[src/rtl/bcd_timer_pkg.sv]
// rtl/bcd_timer_pkg.sv - shared types and constants for the BCD countdown timer
package bcd_timer_pkg;

    localparam int          DIGIT_W = 4;
    localparam logic [3:0]  BCD_MAX = 4'd9;

    typedef enum logic [1:0] {
        ST_IDLE,
        ST_RUN,
        ST_DONE
    } state_t;

    function automatic logic [DIGIT_W-1:0] clamp_digit(input logic [DIGIT_W-1:0] d);
        return (d > BCD_MAX) ? BCD_MAX : d;
    endfunction

endpackage

[src/rtl/bcd_down_digit.sv]
// rtl/bcd_down_digit.sv - one BCD down-counting digit with borrow output
module bcd_down_digit
    import bcd_timer_pkg::*;
(
    input  logic               clk,
    input  logic               reset_n,
    input  logic               load,
    input  logic [DIGIT_W-1:0] load_digit,
    input  logic               dec_in,
    output logic [DIGIT_W-1:0] digit,
    output logic               borrow_out
);

    always_ff @(posedge clk or negedge reset_n) begin
        if (!reset_n) begin
            digit <= '0;
        end else if (load) begin
            digit <= load_digit;
        end else if (dec_in) begin
            digit <= (digit == '0) ? BCD_MAX : digit - 1'b1;
        end
    end

    assign borrow_out = dec_in & (digit == '0);

endmodule

[src/rtl/bcd_countdown_timer.sv]
// rtl/bcd_countdown_timer.sv - cascaded BCD countdown timer with reload and stop modes
module bcd_countdown_timer
    import bcd_timer_pkg::*;
#(
    parameter int NUM_DIGITS = 2
) (
    input  logic                          clk,
    input  logic                          reset_n,
    input  logic                          load,
    input  logic [DIGIT_W*NUM_DIGITS-1:0] load_val,
    input  logic                          en,
    input  logic                          auto_reload,
    output logic [DIGIT_W*NUM_DIGITS-1:0] q,
    output logic                          zero,
    output logic                          busy,
    output logic                          done,
    output logic                          load_err
);

    localparam int W = DIGIT_W * NUM_DIGITS;

    state_t          state, state_next;
    logic [W-1:0]    reload;
    logic [W-1:0]    clamped;
    logic            bad_digit;
    logic [W-1:0]    digit_src;
    logic            digit_load;
    logic            expire;
    logic [NUM_DIGITS:0] borrow;

    always_comb begin
        clamped   = '0;
        bad_digit = 1'b0;
        for (int i = 0; i < NUM_DIGITS; i++) begin
            clamped[i*DIGIT_W +: DIGIT_W] = clamp_digit(load_val[i*DIGIT_W +: DIGIT_W]);
            bad_digit = bad_digit | (load_val[i*DIGIT_W +: DIGIT_W] > BCD_MAX);
        end
    end

    // A borrow out of the top digit means every digit was zero: that is expiry.
    assign borrow[0]  = (state == ST_RUN) & en & ~load;
    assign expire     = borrow[NUM_DIGITS];
    assign digit_load = load | expire;
    assign digit_src  = load ? clamped : (auto_reload ? reload : '0);

    for (genvar g = 0; g < NUM_DIGITS; g++) begin : g_digit
        bcd_down_digit u_digit (
            .clk        (clk),
            .reset_n    (reset_n),
            .load       (digit_load),
            .load_digit (digit_src[g*DIGIT_W +: DIGIT_W]),
            .dec_in     (borrow[g]),
            .digit      (q[g*DIGIT_W +: DIGIT_W]),
            .borrow_out (borrow[g+1])
        );
    end

    always_comb begin
        state_next = state;
        case (state)
            ST_IDLE: if (load) state_next = ST_RUN;
            ST_RUN: begin
                if (!load && expire && !auto_reload) state_next = ST_DONE;
            end
            ST_DONE: if (load) state_next = ST_RUN;
            default: state_next = ST_IDLE;
        endcase
    end

    always_ff @(posedge clk or negedge reset_n) begin
        if (!reset_n) begin
            state    <= ST_IDLE;
            reload   <= '0;
            done     <= 1'b0;
            load_err <= 1'b0;
        end else begin
            state    <= state_next;
            done     <= expire;
            load_err <= load & bad_digit;
            if (load) reload <= clamped;
        end
    end

    assign zero = (q == '0);
    assign busy = (state == ST_RUN);

endmodule

[config.mk]
export PLATFORM = sky130hd
export DESIGN_NAME = bcd_countdown_timer
export DESIGN_NICKNAME = d
export VERILOG_FILES = /design/src/rtl/bcd_timer_pkg.sv /design/src/rtl/bcd_down_digit.sv /design/src/rtl/bcd_countdown_timer.sv
export SDC_FILE = /design/constraint.sdc
export NUM_CORES = 1
export LEC_CHECK = 0
export ABC_AREA = 1
export BUFFER_PORTS_ARGS = -buffer_cell sky130_fd_sc_hd__buf_2
export CAP_MARGIN = 20
export CORE_UTILIZATION = 50
export DETAILED_ROUTE_END_ITERATION = 6
export HOLD_SLACK_MARGIN = 0.1
export PLACE_DENSITY = 0.85
export SYNTH_ARGS = -nofsm -noshare
export SYNTH_HDL_FRONTEND = slang
export SYNTH_HIERARCHICAL = 1
export SYNTH_SLANG_ARGS = --single-unit
[constraint.sdc]
create_clock -name clk -period 2.8 [get_ports clk]
set_input_delay 0.28 -clock clk [delete_from_list [all_inputs] [get_ports clk]]
set_output_delay 0.28 -clock clk [all_outputs]
set_load 0.03 [all_outputs]
* Yosys cells after proc, flatten, opt, wreduce, memory -nomap -nowiden *
Cells that the tools add are included.

storage, ports and cells
  register bits after elaboration = 20
  bits of input ports = 13

operators by class
  add/sub/neg operators = 2
  order comparisons = 2
  equal/unequal tests = 4
  muxes and demuxes = 13
  bitwise logic cells = 8
  reduce and logical (&&, ||, !) cells = 12

operators by type and width
  kind                   count
  $mux W4                8
  $mux W8                2
  $gt A4 B4 Y1 const B   2
  $logic_not A4 Y1       2
  $logic_not A8 Y1       1
  $sub A4 B1 Y4 const B  2
  $and A1 B1 Y1          5
  $mux W2                2
  $ne A2 B1 Y1 const B   2
  $pmux W2 S2            1
  $reduce_bool A2 Y1     2
  $eq A2 B1 Y1 const B   1
  $eq A2 B2 Y1 const B   1
  $logic_and A1 B1 Y1    2
  $logic_not A1 Y1       2
  $logic_not A2 Y1       1
  $or A1 B1 Y1           2
  $reduce_and A2 Y1      1
  $reduce_or A2 Y1       1
  $not A1 Y1             1

* Logic depth before layout (Yosys ltp) *
  word-level depth = 9
  gate-level depth with buffers = 16
  gate-level depth less buffers = 15

* Hierarchy *
Netlist, hierarchy kept.

by module, submodules not included
  module               instances  cells each  area an instance (sq um)  seq. area each (sq um)
  bcd_countdown_timer  1          77          646.9                     300.3
  bcd_down_digit       2          37          244.0                     100.1

* Worst setup path after synthesis *
Ideal clock, no wire load.

  path type = register to register
  start = register state[1]
  end = register g_digit[0].u_digit.digit[2]
  setup time = 122 ps
  arrival time = 2,266 ps
  data required time = 2,678 ps
  setup slack = 413 ps
  stages on the path, launching flop included = 12
  cell sequence = dfrtp_1 > nor2_1 > inv_1 > nor2_1 > nand2_1 > nor2_1 > nand2_1 > nor2_1 > or2_1 > nor2_1 > a22oi_1 > nand2_1

between the ends
  word-level cells in the longest chain between the ends = 7

ends and longest elaborated chain
  what                                           RTL line                   source
  start: declaration                             bcd_countdown_timer.sv:22  state_t state, state_next;
  start signal: assignment                       bcd_countdown_timer.sv:77  state <= state_next;
  $eq A2 B1 Y1 *                                 n/a
  via busy                                       bcd_countdown_timer.sv:15  output logic busy,
  $and A1 B1 Y1 * (2 in series)                  bcd_countdown_timer.sv:41  assign borrow[0] = (state == ST_RUN) & en & ~load;
  via borrow[0]                                  bcd_countdown_timer.sv:29  logic [NUM_DIGITS:0] borrow;
  $and A1 B1 Y1 *                                bcd_down_digit.sv:24       assign borrow_out = dec_in & (digit == '0);
  via borrow[1]                                  bcd_countdown_timer.sv:29
  $and A1 B1 Y1 *                                bcd_down_digit.sv:24
  via borrow[2]                                  bcd_countdown_timer.sv:29
  $or A1 B1 Y1 *                                 bcd_countdown_timer.sv:43  assign digit_load = load | expire;
  via digit_load                                 bcd_countdown_timer.sv:27  logic digit_load;
  $mux W4 or $reduce_bool A2 Y1 (tied branches)  n/a
  end signal: assignment                         bcd_down_digit.sv:18       digit <= load_digit;
  end signal: assignment                         bcd_down_digit.sv:20       digit <= (digit == '0) ? BCD_MAX : digit - 1'b1;
  end: declaration                               bcd_down_digit.sv:10       output logic [DIGIT_W-1:0] digit,

The timed path passes the listed nets; every way through them passes the cells marked *.
A chain may end at the register's enable or synchronous reset.

* Worst setup path in the final report *
  start = register state[0]
  end = register g_digit[1].u_digit.digit[2]

between the ends
  word-level cells in the longest chain between the ends = 7

ends and longest elaborated chain
  what                                           RTL line
  $eq A2 B1 Y1 *                                 bcd_countdown_timer.sv:41
  $and A1 B1 Y1 * (2 in series)                  bcd_countdown_timer.sv:41
  via borrow[0]                                  bcd_countdown_timer.sv:29
  $and A1 B1 Y1 *                                bcd_down_digit.sv:24
  via borrow[1]                                  bcd_countdown_timer.sv:29
  $and A1 B1 Y1 *                                bcd_down_digit.sv:24
  via borrow[2]                                  bcd_countdown_timer.sv:29
  $or A1 B1 Y1 *                                 bcd_countdown_timer.sv:43
  via digit_load                                 bcd_countdown_timer.sv:27
  $mux W4 or $reduce_bool A2 Y1 (tied branches)  n/a
  end signal: assignment                         bcd_down_digit.sv:18
  end signal: assignment                         bcd_down_digit.sv:20
  end: declaration                               bcd_down_digit.sv:10

Marks and branches as above.

==> impl_metrics.json <==
{
  "clock-sinks": 20,
  "avgSynthCellArea_um2": 7.515,
  "placementRows": 16,
  "critPathCaptureType": "flip-flop",
  "ys_types": 21,
  "clk_latency_ps": 300,
  "pwr-share-clk": 0.217,
  "multi_input_area_um2": 531.8,
  "cts_tree": "built",
  "ioPinCount": 25,
  "seq_area_frac_synth": 0.4410,
  "insertedDiodeCount": 0,
  "powerDensity_nw_per_um2": 599.6,
  "maxCapViolCount": 0,
  "setup-tns-final_ps": 0,
  "ys_seq_elements": 20,
  "root_buffer": "clkbuf_4",
  "cts_setup_buffers": 0,
  "hp-class": "in2reg",
  "power.switching_fraction": 0.3857,
  "synth-warning-count": 6,
  "synth_area_um2": 1135,
  "period_share": 0.8695,
  "grt_pass1_vias": 978,
  "crit_fanout": 10,
  "timing.final.hold_violations": 0,
  "hp-start": "load_val[2]",
  "die_y_um": 49.64,
  "hold_end": "reload[2]",
  "layout-drive-gt1-share": 0.2416,
  "status": "complete, no violations",
  "fin_crit_ps": 2435,
  "nets": 192,
  "htreeDepth": 1,
  "drtIter0Drc": 31,
  "wl_um": 2445,
  "p_leak_nw": 0.7415,
  "grt_usage": 0.2262,
  "grt_overflow": 0,
  "gp_congestion": 0.9869,
  "r2r_end": "g_digit[1].u_digit/digit[2]",
  "max_freq_mhz": 410.7,
  "cp.required_ps": 3000,
  "die_w_um": 49.64,
  "grt_pass1_wl_um": 4202,
  "vias": 1052,
  "top_usage_layer": "met2",
  "syn_inst": 151,
  "total_power_mw": 0.7817,
  "maxSlewViolCount": 0,
  "fp.coreArea_um2": 2042,
  "dp.cells": 200,
  "rrSetupSlack_ps": 370,
  "start_util": 0.5558,
  "dieArea_um2": 2464,
  "critical_path_class": "reg2reg",
  "area_growth_syn_to_layout_pct": 14.88,
  "arrival_ps": 2640,
  "dpl.hpwl_um": 1857,
  "maxSlewHeadroom": 0.7030,
  "r2r_cells": 14,
  "stdcell_count": 205,
  "rsz0062_at_grt": "no",
  "ctsResizeCount": 0,
  "comb_power_share": 0.322,
  "intPower_mw": 0.4802,
  "worst_pin_slew_ps": 445.5,
  "r2r_start": "state[0]",
  "crit_path_start_kind": "flip-flop",
  "ant_nets": 0,
  "drtPass1Iterations": 4,
  "peakVddDrop_v": 0.0004444,
  "routedWlPerCell_um": 11.93,
  "power_frac_seq": 0.461,
  "io_buffers": 24,
  "met1_usage": 0.2934,
  "utilization": 0.6385,
  "grt_max_degree": 21,
  "regArea_um2": 500.5,
  "fill_cells": 186,
  "cts.path.max_buffers": 2,
  "antenna_found_initial": 0,
  "drc": 0,
  "grtUsageMet2": 0.3671,
  "cts_made_buffers": 3,
  "hold_depth": 3,
  "via_per_inst": 5.132,
  "setup_viol": 0,
  "synth_fp_nets": 164,
  "power.switching_mw": 0.3015,
  "clk_pin_slew_ps": 110,
  "grt_use_met3": 0.04012,
  "clock_skew_ps": 2.758
}
-- metal layers --
metal	up-vias	routed length, um
met1	467	1103
met4	0	76
met5	-	0
met2	41	1136
met3	9	128
li1	535	-
-- cells in the final DEF, fill, tap and decap left out --
cell / count
dlygate4sd3_1: 1
a21oi_1: 2
and2_1: 2
nand2_1: 53
a21oi_2: 3
nor2_4: 1
clkbuf_8: 1
nand3_1: 11
o21ai_2: 4
o21ai_0: 4
nand2_4: 2
buf_2: 24
inv_8: 1
inv_2: 2
dfrtp_1: 20
or2_1: 1
a22oi_1: 2
nor2_2: 2
nor2_1: 17
nand4_1: 2
inv_1: 14
o21ai_1: 6
clkbuf_4: 3
-- worst max-delay path, cell delays in order, from the launching register on --
cell and delay (ps):
dfrtp_1 370, inv_1 60, nor2_1 150, inv_1 90
nor2_1 250, nand2_1 90, nor2_1 260, nand2_1 120
nor2_1 170, or2_1 360, inv_2 130, o21ai_2 80
nand2_1 90, nand3_1 70, nand2_1 60
-- cell families (layout without fill, tap and decap cells) --
kind of cell	after synthesis	after routing	synth area share
flops	20	20	0.4410
compound gates	21	21	0.1202
buf+inv	19	46	0.09041
simple gates	91	91	0.3484
-- worst max path at each step --
stage / from / slack (ps) / cells past startpoint / to
after global placement: load / 540 / 12 / g_digit[0].u_digit/digit[2]
final: state[0] / 370 / 14 / g_digit[1].u_digit/digit[2]
after global routing: state[0] / 60 / 12 / g_digit[1].u_digit/digit[2]
after detailed placement: load / 390 / 14 / g_digit[1].u_digit/digit[2]
after floorplan: state[1] / 410 / 11 / g_digit[0].u_digit/digit[2]
after CTS: state[0] / 410 / 14 / g_digit[1].u_digit/digit[2]
-- through the flow --
| stage | setup WS (ps) | hold slack (ps) | instance area, um2 |
|---|---|---|---|
| 3_3_place_gp | 535.1 | 246.3 | 1257 |
| 3_5_place_dp | 393.4 | 246.1 | 1257 |
| 5_1_grt | 55.21 | 251.2 | 1304 |
| 4_1_cts | 408.4 | 260.5 | 1304 |
| 6_report | 365.4 | 261.9 | 1304 |
| 2_1_floorplan | 412.6 | -15.59 | 1135 |
-- flip-flops by register name, summed over array words and instances (netlist names) --
signal,flops
g_digit.u_digit/digit,8
state,2
load_err,1
reload,8
done,1
-- Yosys cell counts --
cell     number  area share
nand2_1      53        0.18
dfrtp_1      20        0.44
nor2_1       17       0.056
inv_1        14       0.046
nand3_1      11       0.049
o21ai_1       6       0.026
o21ai_0       4       0.018
o21ai_2       4       0.031
a21oi_2       3       0.023
a21oi_1       2      0.0088
a22oi_1       2       0.013
and2_1        2       0.011
inv_2         2      0.0066
nand2_4       2       0.020
nand4_1       2       0.011
nor2_2        2       0.011
buf_12        1       0.018
buf_6         1      0.0099
inv_8         1      0.0099
nor2_4        1      0.0099
or2_1         1      0.0055
-- layout make-up --
| type | instances | area share |
|---|---|---|
| multi-input combinational | 112 | 0.4079 |
| sequential | 20 | 0.3839 |
| timing repair buffer | 25 | 0.09981 |
| inverter | 17 | 0.05470 |
| clock buffer | 4 | 0.02783 |
| tap | 27 | 0.02591 |
-- timing repair --
action / in CTS / in global routing
setup endpoints to repair: 0 / 0
hold buffers: 1 / 0
endpoints found under the hold margin: 20 / 0
-- power groups by stage --
stage | sequential, mW | clock, mW | combinational (mW)
4_1_cts | 0.360 | 0.173 | 0.251
5_1_grt | 0.367 | 0.190 | 0.276
2_1_floorplan | 0.404 | 0 | 0.140
3_5_place_dp | 0.367 | 0 | 0.248
6_report | 0.360 | 0.170 | 0.252
3_3_place_gp | 0.364 | 0 | 0.240
(Power assumes the default switching activity.)
